**src/rtl/ssk_kdf_seq.sv**
```systemverilog
`default_nettype none
// ==========================================================================
// ssk_kdf_seq : P_hash key-block sequencer feeding the session-key memory.
//   Optional watchdog macro: SSK_KDF_TMO_EN.        Revision 1.0
// ==========================================================================
module ssk_kdf_seq #(
  parameter int AW       = 4,
  parameter int DW       = 384,
  parameter int NBLK_MAX = 4
`ifdef SSK_KDF_TMO_EN
  ,
  parameter int TMO_CYC  = 1024
`endif
) (
  input  logic          clk,
  input  logic          rst,
  input  logic          start,
  input  logic [AW-1:0] num_blk,
  input  logic          clr_ssk,
  input  logic          ss_expire,
  output logic          hm_start,
  output logic          hm_phase,
  output logic [DW-1:0] hm_a,
  input  logic          hm_done,
  input  logic [DW-1:0] hm_dout,
  output logic          ssk_wr,
  output logic [AW-1:0] ssk_addr,
  output logic [DW-1:0] mac,
  output logic          busy,
  output logic          done,
  output logic          err
);

  localparam logic [2:0] S_IDLE   = 3'd0;
  localparam logic [2:0] S_A_REQ  = 3'd1;
  localparam logic [2:0] S_A_WAIT = 3'd2;
  localparam logic [2:0] S_P_REQ  = 3'd3;
  localparam logic [2:0] S_P_WAIT = 3'd4;
  localparam logic [2:0] S_WR     = 3'd5;
  localparam logic [2:0] S_DONE   = 3'd6;

  localparam logic [AW-1:0] NBLK_MAX_W = AW'(NBLK_MAX);
  localparam logic [AW-1:0] ONE_W      = AW'(1);

  logic [2:0]    state_q, state_d;
  logic [AW-1:0] num_q, num_d;
  logic [AW-1:0] blk_idx_q, blk_idx_d;
  logic [AW-1:0] addr_q, addr_d;
  logic [DW-1:0] a_q, a_d;
  logic [DW-1:0] mac_q, mac_d;
  logic          err_q, err_d;

  logic abort;
  logic start_ok;
  logic last_blk;
  logic in_wait;
  logic tmo_hit;

  assign abort    = clr_ssk | ss_expire;
  assign start_ok = (num_blk != '0) && (num_blk <= NBLK_MAX_W);
  assign last_blk = (blk_idx_q == (num_q - ONE_W));
  assign in_wait  = (state_q == S_A_WAIT) || (state_q == S_P_WAIT);

`ifdef SSK_KDF_TMO_EN
  localparam int            TW       = $clog2(TMO_CYC + 1);
  localparam logic [TW-1:0] TMO_LAST = TW'(TMO_CYC - 1);

  logic [TW-1:0] tmo_q, tmo_d;

  // Counter is held at zero outside the WAIT states, so each WAIT starts fresh.
  always_comb begin
    tmo_d = '0;
    if (in_wait) begin
      tmo_d = tmo_q + TW'(1);
    end
  end

  assign tmo_hit = in_wait && !hm_done && (tmo_q == TMO_LAST);

  always_ff @(posedge clk) begin
    if (rst) begin
      tmo_q <= '0;
    end else begin
      tmo_q <= tmo_d;
    end
  end
`else
  assign tmo_hit = 1'b0;
`endif

  always_comb begin
    state_d   = state_q;
    num_d     = num_q;
    blk_idx_d = blk_idx_q;
    addr_d    = addr_q;
    a_d       = a_q;
    mac_d     = mac_q;
    err_d     = 1'b0;

    case (state_q)
      S_IDLE: begin
        if (start) begin
          if (start_ok) begin
            num_d     = num_blk;
            blk_idx_d = '0;
            state_d   = S_A_REQ;
          end else begin
            err_d = 1'b1;
          end
        end
      end
      S_A_REQ:  state_d = S_A_WAIT;
      S_A_WAIT: begin
        if (hm_done) begin
          a_d     = hm_dout;
          state_d = S_P_REQ;
        end
      end
      S_P_REQ:  state_d = S_P_WAIT;
      S_P_WAIT: begin
        if (hm_done) begin
          mac_d   = hm_dout;
          addr_d  = blk_idx_q;
          state_d = S_WR;
        end
      end
      S_WR: begin
        if (last_blk) begin
          state_d = S_DONE;
        end else begin
          blk_idx_d = blk_idx_q + ONE_W;
          state_d   = S_A_REQ;
        end
      end
      S_DONE:   state_d = S_IDLE;
      default:  state_d = S_IDLE;
    endcase

    if (tmo_hit) begin
      state_d   = S_IDLE;
      blk_idx_d = '0;
      addr_d    = '0;
      a_d       = '0;
      mac_d     = '0;
      err_d     = 1'b1;
    end

    // Abort wins over everything, including a pending start or timeout.
    if (abort) begin
      state_d   = S_IDLE;
      blk_idx_d = '0;
      addr_d    = '0;
      a_d       = '0;
      mac_d     = '0;
      err_d     = 1'b0;
    end
  end

  always_ff @(posedge clk) begin
    if (rst) begin
      state_q   <= S_IDLE;
      num_q     <= '0;
      blk_idx_q <= '0;
      addr_q    <= '0;
      a_q       <= '0;
      mac_q     <= '0;
      err_q     <= 1'b0;
    end else begin
      state_q   <= state_d;
      num_q     <= num_d;
      blk_idx_q <= blk_idx_d;
      addr_q    <= addr_d;
      a_q       <= a_d;
      mac_q     <= mac_d;
      err_q     <= err_d;
    end
  end

  assign busy     = (state_q != S_IDLE);
  assign hm_start = ((state_q == S_A_REQ) || (state_q == S_P_REQ)) && !abort;
  assign hm_phase = (state_q == S_P_REQ) || (state_q == S_P_WAIT);
  assign ssk_wr   = (state_q == S_WR) && !abort;
  assign done     = (state_q == S_DONE) && !abort;
  assign err      = err_q;
  assign hm_a     = a_q;
  assign mac      = mac_q;
  assign ssk_addr = addr_q;

endmodule
`default_nettype wire

```
**config.mk**
```make
export PLATFORM = sky130hd
export DESIGN_NAME = ssk_kdf_seq
export DESIGN_NICKNAME = d
export VERILOG_FILES = /design/src/rtl/ssk_kdf_seq.sv
export SDC_FILE = /design/constraint.sdc
export NUM_CORES = 2
export LEC_CHECK = 0
export CAP_MARGIN = 10
export CELL_PAD_IN_SITES_DETAIL_PLACEMENT = 1
export CELL_PAD_IN_SITES_GLOBAL_PLACEMENT = 1
export CORE_AREA = 2 2 451 453
export DETAILED_ROUTE_END_ITERATION = 10
export DIE_AREA = 0 0 453 455
export PLACE_DENSITY_LB_ADDON = 0.1
export SYNTH_ARGS = -nofsm -noshare
export SYNTH_HDL_FRONTEND = slang
export SYNTH_SLANG_ARGS = --single-unit
```
**constraint.sdc**
```tcl
create_clock -name clk -period 2.2 [get_ports clk]
set_input_delay 0.22 -clock clk [delete_from_list [all_inputs] [get_ports clk]]
set_output_delay 0.22 -clock clk [all_outputs]
set_load 0.05 [all_outputs]
```
# Word-level counts from Yosys, hierarchy flattened
# Index checks and enable logic that the tools add are counted.
# totals
register_bits,784
input_bits,394
word_cells,54
# classes
n_addsub,2
magnitude_cmp,1
eq_ne,12
n_mux,11
bitwise,3
reduce_logical,18
# op_table
cell,n
$pmux 3 s6,1
$mux 3,5
$mux 4,3
$ne 2x2->1 const B,5
$eq 3x3->1 const B,3
$pmux 4 s2,1
$reduce_and 4->1,2
$eq 3x2->1 const B,2
$add 4x1->4 const B,1
$eq 4x4->1,1
$le 4x3->1 const B,1
$logic_and 1x1->1,4
$reduce_and 2->1,2
$reduce_bool 4->1,1
$reduce_or 4->1,1
$sub 4x1->4 const B,1
$eq 3x1->1 const B,1
$logic_not 3->1,1
$reduce_and 3->1,1
$reduce_bool 3->1,1
$logic_or 1x1->1,2
$not 1->1,2
$reduce_bool 2->1,1
$reduce_or 2->1,1
other kinds (3),3

# Logic depth before layout (Yosys ltp)
# depth
word_depth,5
mapped_depth,8

# Worst setup path after synthesis
# Ideal clock, no wire load.
# synth_timing
kind,register to output
startpoint,reg state_q[2]
endpoint,out done
t_arrival_ns,2.246
t_required_ns,1.980
path_slack_ns,-0.266
path_stages_with_launch,3
path_buffers,1
cell_sequence,dfxtp_1 -> clkbuf_1 -> nor4b_1
# synth_via
elab_chain_cells,2
# synth_lines
item,line,rtl
start: declaration,45,"logic [2:0] state_q, state_d;"
start signal: assignment,169,state_q <= state_d;
$eq 3x3->1,183,assign done = (state_q == S_DONE) && !abort;
$logic_and 1x1->1,183,
end: declaration,30,"output logic done,"
# Every way passes these cells.

# Worst setup path after layout
# layout_timing
startpoint,"reg mac_q[87], in the netlist mac[87]"
endpoint,out mac[87]
# layout_rtl
item,line,rtl
start: declaration,50,"logic [DW-1:0] mac_q, mac_d;"
start signal: assignment,174,mac_q <= mac_d;
end: declaration,28,"output logic [DW-1:0] mac,"
# No word-level cell between the ends.

==> qor.yml <==
status:
  status: "finished clean"
clock_tree:
  clkTransAtPathRegs_ns: 0.06
  insertion_delay_ns: 0.74
  clk_path_buf_depth: 3
  htreeDepth: 3
  cts_tree: "yes"
  cts_sinks: 784
  cts_root_buf: "clkbuf_16"
  cts_made_buffers: 108
  postCtsSetupRepairBufs: 0
pwr:
  swShare_pct: 23.6
  p_per_area_nw_per_um2: 712
  p_seq_share_pct: 41.5
  p_int_mw: 26.1
  clkPwrFrac_pct: 53.4
  peakVddDrop_uv: 599
  switchingPower_mw: 8.08
  pwr-share-comb_pct: 5.0
  p_leak_nw: 18.7
timing:
  clock_skew_ns: 0.0328
  fmax_mhz: 473
  tightest_slew_ns: 0.723
  maxSlewViolCount: 0
  relSlewSlack_pct: 52.0
  setup_ws_ns: 0.0856
  hold_viol: 0
  fin_crit_ns: 2.11
  hold_ws_ns: 0.0894
  finalCritPeriodShare_pct: 96.1
  finalSetupViolCount: 0
drt:
  drc: 0
  vias_per_cell: 3.75
  drt-initial-drc-count: 882
  wl_mm: 170
  dr.pass1.iters: 5
  vias: 28500
  wire_per_inst_um: 22.4
  ant_nets: 0
logic_synthesis:
  synthesis.nets: 3828
  synth.avg_cell_area_sq_um: 7.84
  yosys_warnings: 0
  yosysTopAreaCell: "dfxtp_1"
  synth_area_leaders: "dfxtp_1 (58%), nand2_1 (22%), a21oi_1 (14%), clkbuf_1 (2.9%), buf_2 (0.82%)"
  synth_most_common_cell: "nand2_1"
  async_reset_ff_share_pct: 0
  synth_top_area_share_pct: 58.3
  ys_seq_elements: 784
  ys_seq_area_share_pct: 58.3
  yosysUniqueCellTypes: 37
  ys.flop_type: "dfxtp_1"
  synth_edf_count: 0
  synth.top_cells.by_count: "nand2_1 (1548), dfxtp_1 (784), a21oi_1 (776), clkbuf_1 (208), buf_2 (44)"
  syn_area_sq_um: 26900
  synthCells: 3432
worst_setup_path:
  path_cells: "clkdlybuf4s50_1"
  max_stage_delay_ns: 0.81
  r2r_end: "hm_a[307]$_SDFFE_PP0P_"
  rr_startpoint: "state_q[0]$_SDFFE_PP0P_"
  cp_slowest_cell: "clkdlybuf4s50_1"
  ff2ff_path_depth: 5
  critPathLaunchType: "flop"
  arrival_ns: 1.89
  cp.depth: 1
  cp-endpoint: "mac[87]"
  crit_type: "reg -> out"
  crit_buf_inv: 1
  required_ns: 1.98
  endpoint_kind: "output pin"
  cp_max_fo: 2
  rrSetupSlack_ns: 0.34
  startpoint: "mac[87]$_SDFFE_PP0P_"
  crit_family: "buffers and inverters"
layout:
  final-instance-count-excl-fill: 7602
  drive_gt1_share_pct: 7.20
  fin_area_sq_um: 48100
  syn_to_final_growth_pct: 78.7
  nFillCells: 23700
  fin_nets: 5227
  post-route-util_pct: 23.9
floorplan:
  row_count: 165
  die_width_um: 453
  core_sq_um: 201000
  die-height_um: 455
  design.die.area_sq_um: 206000
  start_util_pct: 13.4
  ioPinCount: 1172
global_routing:
  overflow: 0
  grt_usage_pct: 15.8
  antenna_found_initial: 43
  grt_pass1_wl_mm: 234
  grt_pass1_vias: 29600
  grt_max_degree: 88
placement:
  hpwlAfterDp_mm: 129
  placed_cell_area_sq_um: 42400
  pre_cts_slack_ns: 0.0608
  globalplace.congestion: 0.789
  io_buffers: 1171
  dp_cells: 7120
min_path:
  min_path_cells: 3
  hp-class: "in -> reg"
run:
  maxCapViolations: 0
cells in the final DEF, fill, tap and decap left out, types with 3 or more instances in the layout:
cell type	n
nor3_1	6
buf_12	68
dfxtp_1	782
a21oi_1	776
nand2_1	1547
dlygate4sd2_1	674
dlygate4sd3_1	273
inv_1	3
xnor2_1	3
nand3_1	3
nor2_1	7
dlymetal6s2s_1	3
clkdlybuf4s50_1	427
diode_2	13
clkinv_2	11
or3_1	4
clkbuf_8	30
bufinv_16	7
mux2i_1	6
clkbuf_16	108
inv_16	3
clkbuf_1	30
buf_4	103
power groups by stage:
stage          Combinational (mW)  Sequential, mW  Clock (mW)
6_report                     1.72            14.2        18.3
3_5_place_dp                 1.28            14.5           0
5_1_grt                      1.83            14.2        19.6
2_1_floorplan               0.204            14.5           0
4_1_cts                      1.76            14.2        19.1
3_3_place_gp                 1.29            14.5           0
metal layers:
| layer | global-route usage [%] | up-vias | share of wire (%) |
|---|---|---|---|
| met5 | 0 | - | 0.083 |
| met1 | 17.0 | 13700 | 38 |
| li1 | - | 13900 | - |
| met4 | 4.71 | 24 | 3.1 |
| met3 | 5.25 | 238 | 6.7 |
| met2 | 29.1 | 722 | 52 |
cell families (layout without fill, tap and decap cells):
logic type               count (synthesis)  count (layout)  share of synthesized area [%]
AO/OA/AOI/OAI                          785             785                           14.7
XOR/XNOR                                 5               5                          0.219
adder cells (fa/ha/maj)                  2               2                         0.0930
buffers and inverters                  263            1748                           3.90
flip-flops                             784             784                           58.3
multiplexers                             6               6                          0.223
other                                    0              13                              0
AND/OR/NAND/NOR                       1587            1587                           22.5
layout make-up:
cell class                      instances  area (sq um)  share of cell area, %
Sequential cell                       784         15700                   32.7
Timing Repair Buffer                 1549         15100                   31.4
Multi-Input combinational cell       2385         10200                   21.3
Tap cell                             2672          3340                   6.95
Clock buffer                          168          3230                   6.71
Clock inverter                         28           434                  0.903
Antenna cell                           13          32.5                 0.0677
Inverter                                3          11.3                 0.0234
registers in the layout, summed over array words and instances (netlist names):
register and cells:
hm_a 384, mac 384, num_q 4, state_q 3, ssk_addr 4, blk_idx_q 4, err 1
how the worst min path moves through the flow:
| stage | slack, ns | end | startpoint |
|---|---|---|---|
| after global placement | 0.44 | mac[120]$_SDFFE_PP0P_ | mac[120]$_SDFFE_PP0P_ |
| after global routing | 0.02 | mac[71]$_SDFFE_PP0P_ | hm_dout[71] |
| after detailed placement | 0.45 | mac[280]$_SDFFE_PP0P_ | mac[280]$_SDFFE_PP0P_ |
| final | 0.09 | hm_a[259]$_SDFFE_PP0P_ | hm_dout[259] |
| after floorplan | 0.29 | num_q[0]$_SDFFE_PP0P_ | rst |
| after CTS | 0.0002 | mac[258]$_SDFFE_PP0P_ | hm_dout[258] |
through the flow:
step	total power, mW	TNS (ns)
3_3_place_gp	15.8	0
5_1_grt	35.7	-0.00136
2_1_floorplan	14.7	0
6_report	34.2	0
3_5_place_dp	15.8	0
4_1_cts	35.1	0
repair_timing:
action                                 CTS  global route
gates resized for setup                682             6
hold buffers                           273             0
gates cloned                             0             0
setup endpoints to repair              678             7
pin swaps                                1             0
endpoints found under the hold margin  499             0
(Power assumes the default switching activity.)
